==> src/rtl/pipe_pkg.sv <==
// Shared definitions for the MEM pipeline stage: access sizes, FSM states,
// and the request/writeback bundles held while a memory access is in flight.
package pipe_pkg;

    localparam logic [1:0] MEM_SZ_BYTE = 2'b00;
    localparam logic [1:0] MEM_SZ_HALF = 2'b01;
    localparam logic [1:0] MEM_SZ_WORD = 2'b10;

    typedef enum logic {
        MEM_IDLE   = 1'b0,
        MEM_ACCESS = 1'b1
    } mem_state_e;

    // Writeback controls forwarded to MEM/WB; exe_out doubles as the byte address
    typedef struct packed {
        logic        mux_rf_dmem;
        logic        rf_wena;
        logic [4:0]  rf_waddr;
        logic        hi_ena;
        logic [31:0] hi_idata;
        logic        lo_ena;
        logic [31:0] lo_idata;
        logic [31:0] exe_out;
    } wb_ctrl_t;

    // Memory request captured when the access is accepted
    typedef struct packed {
        logic        we;
        logic [1:0]  size;
        logic        sext;
        logic [3:0]  be;
        logic [31:0] wdata;
    } mem_req_t;

    // A half needs addr[0]=0, a word needs addr[1:0]=0
    function automatic logic is_misaligned(input logic [1:0] size, input logic [1:0] lane);
        return ((size == MEM_SZ_HALF) && lane[0]) || (size[1] && (lane != 2'b00));
    endfunction

endpackage

==> src/rtl/pipe_mem_stage_if.sv <==
// Data-memory bus between the MEM stage (master) and the data memory (slave).
// Handshake: the master raises dmem_req with stable we/be/addr/wdata and holds
// them until a cycle in which dmem_ready is also high; that cycle completes the
// access (dmem_rdata valid for reads). dmem_ready without dmem_req is ignored.
interface pipe_mem_stage_if;
    logic        dmem_req;
    logic        dmem_we;
    logic [3:0]  dmem_be;
    logic [31:0] dmem_addr;
    logic [31:0] dmem_wdata;
    logic        dmem_ready;
    logic [31:0] dmem_rdata;

    modport master (
        output dmem_req, dmem_we, dmem_be, dmem_addr, dmem_wdata,
        input  dmem_ready, dmem_rdata
    );

    modport slave (
        input  dmem_req, dmem_we, dmem_be, dmem_addr, dmem_wdata,
        output dmem_ready, dmem_rdata
    );
endinterface

==> src/rtl/mem_align.sv <==
// Little-endian byte-lane steering: byte enables and replicated store data
// from size/lane, and lane selection plus sign/zero extension for load data.
module mem_align
    import pipe_pkg::*;
(
    input  logic [1:0]  size,
    input  logic [1:0]  lane,
    input  logic        sext,
    input  logic [31:0] wdata_in,
    input  logic [31:0] rdata_in,
    output logic [3:0]  be,
    output logic [31:0] wdata_out,
    output logic [31:0] rdata_out
);

    logic [7:0]  byte_v;
    logic [15:0] half_v;

    // Lane steering; anything other than byte/half is treated as a full word
    always_comb begin
        be        = 4'b1111;
        wdata_out = wdata_in;
        rdata_out = rdata_in;
        byte_v    = 8'(rdata_in >> {lane, 3'b000});
        half_v    = 16'(rdata_in >> {lane[1], 4'b0000});
        case (size)
            MEM_SZ_BYTE: begin
                be        = 4'b0001 << lane;
                wdata_out = {4{wdata_in[7:0]}};
                rdata_out = {{24{sext & byte_v[7]}}, byte_v};
            end
            MEM_SZ_HALF: begin
                be        = 4'b0011 << {lane[1], 1'b0};
                wdata_out = {2{wdata_in[15:0]}};
                rdata_out = {{16{sext & half_v[15]}}, half_v};
            end
            default: begin
                be        = 4'b1111;
                wdata_out = wdata_in;
                rdata_out = rdata_in;
            end
        endcase
    end

endmodule

==> src/rtl/pipe_mem_stage.sv <==
// MEM pipeline stage. Non-memory slots pass straight through; loads/stores are
// captured, stall the pipe, and run on the data-memory bus until ready or a
// timeout abort. Optional feature macro: MISALIGN_TRAP_EN (misaligned half/word
// accesses trap instead of being aligned down).
module pipe_mem_stage
    import pipe_pkg::*;
#(
    parameter int TIMEOUT = 255
) (
    input  logic               clk,
    input  logic               rst,
    input  logic               in_valid,
    input  logic               mem_ren,
    input  logic               mem_wen,
    input  logic [1:0]         mem_size,
    input  logic               mem_sext,
    input  logic [31:0]        mem_wdata,
    input  logic [31:0]        exe_out,
    input  logic               mux_rf_DMEM,
    input  logic               rf_wena,
    input  logic [4:0]         rf_waddr,
    input  logic               hi_ena,
    input  logic [31:0]        hi_idata,
    input  logic               lo_ena,
    input  logic [31:0]        lo_idata,
    output logic               o_mux_rf_DMEM,
    output logic               o_rf_wena,
    output logic [4:0]         o_rf_waddr,
    output logic               o_hi_ena,
    output logic [31:0]        o_hi_idata,
    output logic               o_lo_ena,
    output logic [31:0]        o_lo_idata,
    output logic [31:0]        o_exe_out,
    output logic [31:0]        o_DMEM_rdata,
    output logic               mem_stall,
    pipe_mem_stage_if.master   dmem,
    output logic               dmem_err,
    output logic               exc_misalign,
    output mem_state_e         dbg_state
);

    localparam int CW = $clog2(TIMEOUT + 1);

    mem_state_e    state_q, state_d;
    logic [CW-1:0] cnt_q, cnt_d;
    mem_req_t      req_q, req_d;
    wb_ctrl_t      wb_q, wb_d;

    wb_ctrl_t      wb_in, wb_out;
    logic [31:0]   rdata_out;
    logic          misaligned;
    logic          in_access;

    logic [1:0]    al_size;
    logic [1:0]    al_lane;
    logic          al_sext;
    logic [3:0]    al_be;
    logic [31:0]   al_wdata;
    logic [31:0]   al_rdata;

    assign wb_in = '{
        mux_rf_dmem: mux_rf_DMEM,
        rf_wena:     rf_wena,
        rf_waddr:    rf_waddr,
        hi_ena:      hi_ena,
        hi_idata:    hi_idata,
        lo_ena:      lo_ena,
        lo_idata:    lo_idata,
        exe_out:     exe_out
    };

`ifdef MISALIGN_TRAP_EN
    assign misaligned = is_misaligned(mem_size, exe_out[1:0]);
`else
    assign misaligned = 1'b0;
`endif

    assign in_access = (state_q == MEM_ACCESS);

    // Aligner sees the live slot while idle (store steering) and the captured request during access (load extraction)
    always_comb begin
        al_size = in_access ? req_q.size        : mem_size;
        al_lane = in_access ? wb_q.exe_out[1:0] : exe_out[1:0];
        al_sext = in_access ? req_q.sext        : mem_sext;
    end

    mem_align u_align (
        .size      (al_size),
        .lane      (al_lane),
        .sext      (al_sext),
        .wdata_in  (mem_wdata),
        .rdata_in  (dmem.dmem_rdata),
        .be        (al_be),
        .wdata_out (al_wdata),
        .rdata_out (al_rdata)
    );

    // FSM next state, request capture, timeout count and all stage outputs
    always_comb begin
        state_d         = state_q;
        cnt_d           = cnt_q;
        req_d           = req_q;
        wb_d            = wb_q;
        wb_out          = '0;
        rdata_out       = 32'h0;
        mem_stall       = 1'b0;
        dmem_err        = 1'b0;
        exc_misalign    = 1'b0;
        dmem.dmem_req   = 1'b0;
        dmem.dmem_we    = 1'b0;
        dmem.dmem_be    = 4'b0000;
        dmem.dmem_addr  = 32'h0;
        dmem.dmem_wdata = 32'h0;

        case (state_q)
            MEM_IDLE: begin
                if (in_valid && (mem_ren || mem_wen)) begin
                    if (misaligned) begin
                        // Trap: no access, bubble, pipe keeps moving
                        exc_misalign = 1'b1;
                    end else begin
                        req_d = '{
                            we:    mem_wen,
                            size:  mem_size,
                            sext:  mem_sext,
                            be:    al_be,
                            wdata: al_wdata
                        };
                        wb_d      = wb_in;
                        cnt_d     = '0;
                        mem_stall = 1'b1;
                        state_d   = MEM_ACCESS;
                    end
                end else begin
                    wb_out = wb_in;
                end
            end
            MEM_ACCESS: begin
                dmem.dmem_req   = 1'b1;
                dmem.dmem_we    = req_q.we;
                dmem.dmem_be    = req_q.be;
                dmem.dmem_addr  = {wb_q.exe_out[31:2], 2'b00};
                dmem.dmem_wdata = req_q.wdata;
                if (dmem.dmem_ready) begin
                    // Ready beats the timeout even on the final allowed cycle
                    wb_out    = wb_q;
                    rdata_out = al_rdata;
                    cnt_d     = '0;
                    state_d   = MEM_IDLE;
                end else if (cnt_q == CW'(TIMEOUT)) begin
                    dmem_err = 1'b1;
                    cnt_d    = '0;
                    state_d  = MEM_IDLE;
                end else begin
                    mem_stall = 1'b1;
                    cnt_d     = cnt_q + CW'(1);
                end
            end
            default: begin
                state_d = MEM_IDLE;
                cnt_d   = '0;
            end
        endcase

        if (rst) begin
            state_d        = MEM_IDLE;
            cnt_d          = '0;
            mem_stall      = 1'b0;
            dmem_err       = 1'b0;
            exc_misalign   = 1'b0;
            dmem.dmem_req  = 1'b0;
            dmem.dmem_we   = 1'b0;
            dmem.dmem_be   = 4'b0000;
            wb_out.rf_wena = 1'b0;
            wb_out.hi_ena  = 1'b0;
            wb_out.lo_ena  = 1'b0;
        end
    end

    // State, timeout counter and captured request/writeback registers
    always_ff @(posedge clk) begin
        if (rst) begin
            state_q <= MEM_IDLE;
            cnt_q   <= '0;
            req_q   <= '0;
            wb_q    <= '0;
        end else begin
            state_q <= state_d;
            cnt_q   <= cnt_d;
            req_q   <= req_d;
            wb_q    <= wb_d;
        end
    end

    assign o_mux_rf_DMEM = wb_out.mux_rf_dmem;
    assign o_rf_wena     = wb_out.rf_wena;
    assign o_rf_waddr    = wb_out.rf_waddr;
    assign o_hi_ena      = wb_out.hi_ena;
    assign o_hi_idata    = wb_out.hi_idata;
    assign o_lo_ena      = wb_out.lo_ena;
    assign o_lo_idata    = wb_out.lo_idata;
    assign o_exe_out     = wb_out.exe_out;
    assign o_DMEM_rdata  = rdata_out;
    assign dbg_state     = state_q;

endmodule

==> src/flat_wrapper.sv <==
// flat-port wrapper written by rule: the top's interface ports become plain ports
module pipe_mem_stage_flat import pipe_pkg::*;
#(
    parameter int TIMEOUT = 255
)
  (clk, rst, in_valid, mem_ren, mem_wen, mem_size, mem_sext, mem_wdata, exe_out, mux_rf_DMEM, rf_wena, rf_waddr, hi_ena, hi_idata, lo_ena, lo_idata, o_mux_rf_DMEM, o_rf_wena, o_rf_waddr, o_hi_ena, o_hi_idata, o_lo_ena, o_lo_idata, o_exe_out, o_DMEM_rdata, mem_stall, dmem_err, exc_misalign, dbg_state, dmem_dmem_req, dmem_dmem_we, dmem_dmem_be, dmem_dmem_addr, dmem_dmem_wdata, dmem_dmem_ready, dmem_dmem_rdata);
  pipe_mem_stage_if dmem_i ();
  input  logic clk;
  input  logic rst;
  input  logic in_valid;
  input  logic mem_ren;
  input  logic mem_wen;
  input  logic [1:0] mem_size;
  input  logic mem_sext;
  input  logic [31:0] mem_wdata;
  input  logic [31:0] exe_out;
  input  logic mux_rf_DMEM;
  input  logic rf_wena;
  input  logic [4:0] rf_waddr;
  input  logic hi_ena;
  input  logic [31:0] hi_idata;
  input  logic lo_ena;
  input  logic [31:0] lo_idata;
  output logic o_mux_rf_DMEM;
  output logic o_rf_wena;
  output logic [4:0] o_rf_waddr;
  output logic o_hi_ena;
  output logic [31:0] o_hi_idata;
  output logic o_lo_ena;
  output logic [31:0] o_lo_idata;
  output logic [31:0] o_exe_out;
  output logic [31:0] o_DMEM_rdata;
  output logic mem_stall;
  output logic dmem_err;
  output logic exc_misalign;
  output mem_state_e dbg_state;
  output wire logic [$bits(dmem_i.dmem_req)-1:0] dmem_dmem_req;
  output wire logic [$bits(dmem_i.dmem_we)-1:0] dmem_dmem_we;
  output wire logic [$bits(dmem_i.dmem_be)-1:0] dmem_dmem_be;
  output wire logic [$bits(dmem_i.dmem_addr)-1:0] dmem_dmem_addr;
  output wire logic [$bits(dmem_i.dmem_wdata)-1:0] dmem_dmem_wdata;
  input wire logic [$bits(dmem_i.dmem_ready)-1:0] dmem_dmem_ready;
  input wire logic [$bits(dmem_i.dmem_rdata)-1:0] dmem_dmem_rdata;
  assign dmem_dmem_req = dmem_i.dmem_req;
  assign dmem_dmem_we = dmem_i.dmem_we;
  assign dmem_dmem_be = dmem_i.dmem_be;
  assign dmem_dmem_addr = dmem_i.dmem_addr;
  assign dmem_dmem_wdata = dmem_i.dmem_wdata;
  assign dmem_i.dmem_ready = dmem_dmem_ready;
  assign dmem_i.dmem_rdata = dmem_dmem_rdata;
  pipe_mem_stage #(.TIMEOUT(TIMEOUT)) u_core (.clk(clk), .rst(rst), .in_valid(in_valid), .mem_ren(mem_ren), .mem_wen(mem_wen), .mem_size(mem_size), .mem_sext(mem_sext), .mem_wdata(mem_wdata), .exe_out(exe_out), .mux_rf_DMEM(mux_rf_DMEM), .rf_wena(rf_wena), .rf_waddr(rf_waddr), .hi_ena(hi_ena), .hi_idata(hi_idata), .lo_ena(lo_ena), .lo_idata(lo_idata), .o_mux_rf_DMEM(o_mux_rf_DMEM), .o_rf_wena(o_rf_wena), .o_rf_waddr(o_rf_waddr), .o_hi_ena(o_hi_ena), .o_hi_idata(o_hi_idata), .o_lo_ena(o_lo_ena), .o_lo_idata(o_lo_idata), .o_exe_out(o_exe_out), .o_DMEM_rdata(o_DMEM_rdata), .mem_stall(mem_stall), .dmem(dmem_i), .dmem_err(dmem_err), .exc_misalign(exc_misalign), .dbg_state(dbg_state));
endmodule
==> config.mk <==
export PLATFORM = sky130hd
export DESIGN_NAME = pipe_mem_stage_flat
export DESIGN_NICKNAME = d
export VERILOG_FILES = /design/src/rtl/pipe_pkg.sv /design/src/rtl/pipe_mem_stage_if.sv /design/src/rtl/mem_align.sv /design/src/rtl/pipe_mem_stage.sv /design/src/flat_wrapper.sv
export SDC_FILE = /design/constraint.sdc
export NUM_CORES = 1
export LEC_CHECK = 0
export CORE_MARGIN = 3
export CORE_UTILIZATION = 40
export DETAILED_ROUTE_END_ITERATION = 12
export PLACE_DENSITY = 0.75
export SKIP_LAST_GASP = 1
export SLEW_MARGIN = 20
export SYNTH_ARGS = -nofsm -noshare
export SYNTH_HDL_FRONTEND = slang
export SYNTH_HIERARCHICAL = 1
export SYNTH_SLANG_ARGS = --single-unit
==> constraint.sdc <==
create_clock -name clk -period 8 [get_ports clk]
set_input_delay 2 -clock clk [delete_from_list [all_inputs] [get_ports clk]]
set_output_delay 2 -clock clk [all_outputs]
set_load 0.05 [all_outputs]
Word-level counts from Yosys, hierarchy flattened
Index checks and enable logic that the tools add are counted.
Storage, ports and cells
  memories kept: 0
  memory bits (read-only): 0
  input bits: 178
  memory bits (writable): 0
  word-level logic and storage cells: 65
  output and inout bits: 211
  flip-flop bits (word level): 154
  latch bits: 0
Cells by class
  muxes and demuxes: 35
  equal/unequal tests: 3
  multiply operators: 0
  shifts and indexed selects: 4
  divide/modulo/power cells: 0
  reductions and logical operators: 4
  $add $sub $neg: 1
  bitwise gates (word level): 3
  magnitude comparators: 0
Operator list (count)
  $mux W105: 2
  $pmux W105 S2: 1
  $mux W32: 4
  $pmux W32 S2: 2
  $shr A32 B5 Y16: 1
  $shr A32 B5 Y8: 1
  $mux W8: 3
  $mux W1: 16
  $pmux W8 S2: 1
  $add A8 B1 Y8 const B: 1
  $eq A8 B8 Y1 const B: 1
  $mux W4: 2
  $pmux W4 S2: 1
  $mux W2: 2
  $shl A1 B2 Y4 const A: 1
  $shl A2 B2 Y4 const A: 1
  $and A1 B1 Y1: 2
  $eq A2 B1 Y1 const B: 1
  $logic_not A2 Y1: 1
  $ne A2 B1 Y1 const B: 1
  $pmux W1 S2: 1
  $reduce_and A2 Y1: 1
  $logic_and A1 B1 Y1: 1
  $logic_or A1 B1 Y1: 1
  $not A1 Y1: 1

Logic depth before layout (Yosys ltp)
  word-level depth: 6
  mapped depth: 10
  depth with buffers taken out: 5

Cells and area by module
The synthesis kept the hierarchy.
Modules (own cells, without submodules)
  pipe_mem_stage: area an instance 7272.0 µm², cells each 943, times used 1, seq. area each 3083.0 µm²
  mem_align: area an instance 1201.2 µm², cells each 176, times used 1, seq. area each 0.0 µm²

Least setup slack after synthesis
No wires, ideal clock.
  path type: in2out
  start point: input rst
  end point: output dmem_err
  required time: 6000 ps
  buffers on the path: 0
  arrival: 4071 ps
  slack: 1929 ps
  cell stages on the path: 2
  cells stage by stage: nor2b_1 nor3b_1
On the way
  word-level cells in the longest chain between the ends: 1
RTL lines
  start, declared: RTL line flat_wrapper.sv:9  | input logic rst;
  $mux W1: RTL line pipe_mem_stage.sv:165  | if (rst) begin
  end, declared: RTL line flat_wrapper.sv:34  | output logic dmem_err;
Every way passes these cells.

Worst setup path after layout
  start point: input exe_out[1]
  end point: output o_DMEM_rdata[15]
On the way
  word-level cells in the longest chain between the ends: 6
  elaborated cells on any way between the ends: 7
  those cells by class: shift (2); mux (4); bitwise (1)
RTL lines
  start, declared: RTL line flat_wrapper.sv:16  | input logic [31:0] exe_out;
  $mux W2 (*): RTL line pipe_mem_stage.sv:83  | al_lane = in_access ? wb_q.exe_out[1:0] : exe_out[1:0];
  net u_core.al_lane[1]: RTL line pipe_mem_stage.sv:55  | logic [1:0] al_lane;
  $shr A32 B5 Y8: RTL line mem_align.sv:24  | byte_v = 8'(rdata_in >> {lane, 3'b000});
  $and A1 B1 Y1: RTL line mem_align.sv:30  | rdata_out = {{24{sext & byte_v[7]}}, byte_v};
  $pmux W32 S2 (*): RTL line mem_align.sv:26  | case (size)
  net u_core.al_rdata[15]: RTL line pipe_mem_stage.sv:59  | logic [31:0] al_rdata;
  $mux W32 (*): RTL line pipe_mem_stage.sv:144  | if (dmem.dmem_ready) begin
  $mux W32 (*): RTL line pipe_mem_stage.sv:115  | case (state_q)
  end, declared: RTL line flat_wrapper.sv:32  | output logic [31:0] o_DMEM_rdata;
Mark *: on every way through the listed nets, which the timed path passes. The rest lies on a longest branch.

==> summary.md <==
| Metric | Value |
|---|---|
| Result of the run | finished clean |
| Part of the Yosys area used for sequential elements | 36.39% |
| Bufs on Longest Clock Path | 2 |
| Post-synth EDFFs | 0 |
| Top cell type's share of synthesized area | 36.39% |
| Met2 layer wire length in the routed design | 14690 um |
| Number of detailed-routing iterations run before antenna repair | 5 |
| Die Y-Extent | 151.5 um |
| DR top layer | met5 |
| Number of setup buffers added after CTS | 0 |
| Flop-to-flop setup slack | 5070 ps |
| GR Util All Layers | 24.84% |
| Endpoint of the worst setup timing path | o_DMEM_rdata[15] |
| Relative max-transition margin | 40.23% |
| Clock insertion delay at the later pin of the skew report | 420 ps |
| Placed Instance Area | 0.01220 sq mm |
| Sum of overflow across all layers after global routing | 0 |
| Internal power | 1556 uW |
| GP Congestion | 0.9229 |
| Largest fanout on the critical path | 27 |
| Worst Setup SP | exe_out[1] |
| Switching part of the total | 34.21% |
| Final cell area excluding filler cells | 0.01279 sq mm |
| Via total after detailed routing | 9033 |
| Fraction of registers with async set/reset | 0% |
| Clock sink total | 154 |
| Count of inserted antenna diode cells | 0 |
| Hold_ws | 449.0 ps |
| Required arrival time at the worst endpoint | 6000 ps |
| Shortest period the worst path allows | 7104 ps |
| DRC Markers | 0 |
| Wire length of the first global-routing pass | 45800 um |
| Vias in the first global route | 8433 |
| Beginning of the worst register-to-register path | u_core/dbg_state$_DFF_P_ |
| Clock network fraction of design power | 34.6% |
| Final worst clock skew | 10.27 ps |
| Core area | 0.02049 sq mm |
| Fraction of power consumed by sequential logic | 35.5% |
| Ranking of synthesized cells by area | dfxtp_1 (36%), nand2_1 (14%), a21oi_1 (11%), a22o_1 (11%), and2_1 (5.0%) |
| Critical Path End Type | primary output |
| Pin count of the biggest net entering global routing | 100 |
| Starting density of the core | 41.34% |
| Antenna violations before repair | 1 |
| CP Launch Type | input pin |
| Endpoint of the lowest-slack register-to-register path | u_core/wb_q[56]$_SDFFE_PP0P_ |
| Share of the clock period used by the worst path after layout | 88.80% |
| Area Growth Syn to Fin | 51.00% |
| Number of primary I/O pins | 389 |
| Leak | 0.005006 uW |
| CTS buffer count | 17 |
| Mean Syn Cell Area | 7.572 sq um |
| Number of instances in the synthesized netlist | 1119 |
| Number of endpoints failing setup at the final stage | 0 |
| Root Buffer | clkbuf_16 |
| Share of power burned in combinational logic | 29.8% |
| Site row count | 52 |
| Syn. warnings | 6 |
| Number of synthesized register bits | 154 |
| FMAX | 140.8 MHz |
| Average routed wire per standard cell | 17.95 um |
| Data arrival, critical path | 5100 ps |
| Power density of the placed cells | 184.8 mW/mm^2 |
| VDD IR-drop max | 0.1497 mV |
| Initial DRC count | 628 |
| Number of cells on the worst reg-to-reg path | 4 |
| Remaining antenna violation count | 0 |
| Slew Limit Fails | 0 |
| X dimension of the die | 151.5 um |
| Classification of the worst-slack hold path | reg -> reg |
| Cell area after technology mapping | 0.008473 sq mm |
| Detailed Route WL | 30570 um |
| Sum of met3 wire segment lengths after detailed routing | 3067 um |
| Layout cells sized above 1 | 5.583% |
| Post-synth cell types | 49 |
| Startpoint of the worst hold path | u_core/req_q[7]$_SDFFE_PP0P_ |
| Number of vias per cell | 5.304 |
| Clock transition time at the flip-flop clock pins of the worst setup and hold paths | 70 ps |
| Worst Path Class, Setup | in -> out |
| Setup repair after global routing missed its margin | no |
| CTS tree | yes |
| H-tree Lvls | 4 |
| Count of port buffers added during placement | 385 |
| Net switching power | 809.1 uW |
| Nets | 1599 |
| Routed metal-1 wire length | 12220 um |
| Post_cts resized | 0 |
| Biggest area consumer among synthesized cells | dfxtp_1 |
| Hpwl dp | 21040 um |
| Primary FF master, synth | dfxtp_1 |
| Number of hold-slack violations in the final timing report | 0 |
| Setup total negative slack | 0 ps |
| Worst-margin pin slew | 896.6 ps |
| Number of violations of the max-capacitance limit | 0 |
| Die Outline Area | 0.02297 sq mm |
| Hold-fix buffers at CTS | 0 |
## area by class of cell
type | count | area [sq um]
clock buffer | 19 | 432.9
timing repair buffer | 396 | 3959
sequential | 154 | 3084
clock inverter | 13 | 162.7
multi-input combinational | 849 | 4811
fill | 1884 | 7700
tap | 270 | 337.8
inverter | 2 | 7.507
## synthesized netlist by cell type (4+ instances only)
cell,number
nor2_1,17
buf_6,8
and2_1,68
mux2i_1,16
nand3_1,14
buf_4,14
and3_1,33
buf_2,40
dfxtp_1,154
o21ai_0,18
nand2_1,311
mux2_2,21
a22oi_1,4
a21oi_1,180
nor2b_1,13
a22o_1,102
a221o_1,7
and3b_1,7
o21bai_1,4
clkbuf_1,53
## flip-flops by register name, summed over array words and instances, names as in the netlist
name and cells:
u_core/cnt_q 8, u_core/dbg_state 1, u_core/wb_q 105, u_core/req_q 40
## cell families (layout without fill, tap and decap cells)
| family | count (synthesis) | after routing | share of synthesized area (%) |
|---|---|---|---|
| simple gates | 482 | 482 | 26.30 |
| compound gates | 324 | 324 | 24.84 |
| flops | 154 | 154 | 36.39 |
| buf+inv | 118 | 430 | 7.162 |
| mux | 39 | 39 | 5.124 |
| fa+ha+maj | 1 | 1 | 0.1476 |
| other cells | 1 | 3 | 0.04426 |
## layout by cell type (no fill, tap or decap), types with 3 or more instances in the layout
cell type	n
and3b_1	7
nor2_1	16
nand2_1	311
clkdlybuf4s50_1	384
and2_1	67
a22o_1	102
o21bai_1	4
mux2i_1	16
clkinvlp_4	3
buf_4	10
dfxtp_1	153
clkbuf_16	17
a21oi_1	180
conb_1	3
a221o_1	7
o21ai_0	18
inv_6	4
nor2b_1	12
and3_1	33
mux2_2	21
a22oi_1	4
nand3_1	14
## power groups by stage
stage,logic [uW],registers [uW],clock network (uW)
final,706,841,819
after global routing,751,846,872
after CTS,707,840,836
after detailed placement,705,857,0
after global placement,701,855,0
after floorplan,459,847,0
## how the worst min path moves through the flow
stage                                    end  cells after the start
3_3_place_gp   u_core/req_q[13]$_SDFFE_PP0P_                      2
3_5_place_dp   u_core/req_q[24]$_SDFFE_PP0P_                      2
2_1_floorplan   u_core/req_q[0]$_SDFFE_PP0P_                      2
5_1_grt         u_core/wb_q[57]$_SDFFE_PP0P_                      2
4_1_cts        u_core/req_q[24]$_SDFFE_PP0P_                      2
6_report        u_core/req_q[7]$_SDFFE_PP0P_                      2
## layer usage
metal	global-route usage (%)	vias up
met4	6.514	2
met1	30.69	4225
met2	40.83	323
met3	9.399	34
met5	0	-
li1	-	4449
## stage by stage
step           util (%)  std cells  total power [uW]  setup WS, ps
3_5_place_dp      59.52       1671              1562         951.6
5_1_grt           62.43       1703              2469         745.6
6_report          62.43       1703              2365         895.8
3_3_place_gp      59.52       1671              1555         995.7
2_1_floorplan         -       1121              1306          1929
4_1_cts           62.43       1703              2383         930.7
## worst max-delay path, cell delays in order
cell and delay (ps):
clkdlybuf4s50_1 500, mux2_2 550, mux2_4 360, a21oi_2 620
a21oi_1 140, and3_1 230, clkdlybuf4s50_1 700
No activity file was read; power rests on OpenSTA's default activity.
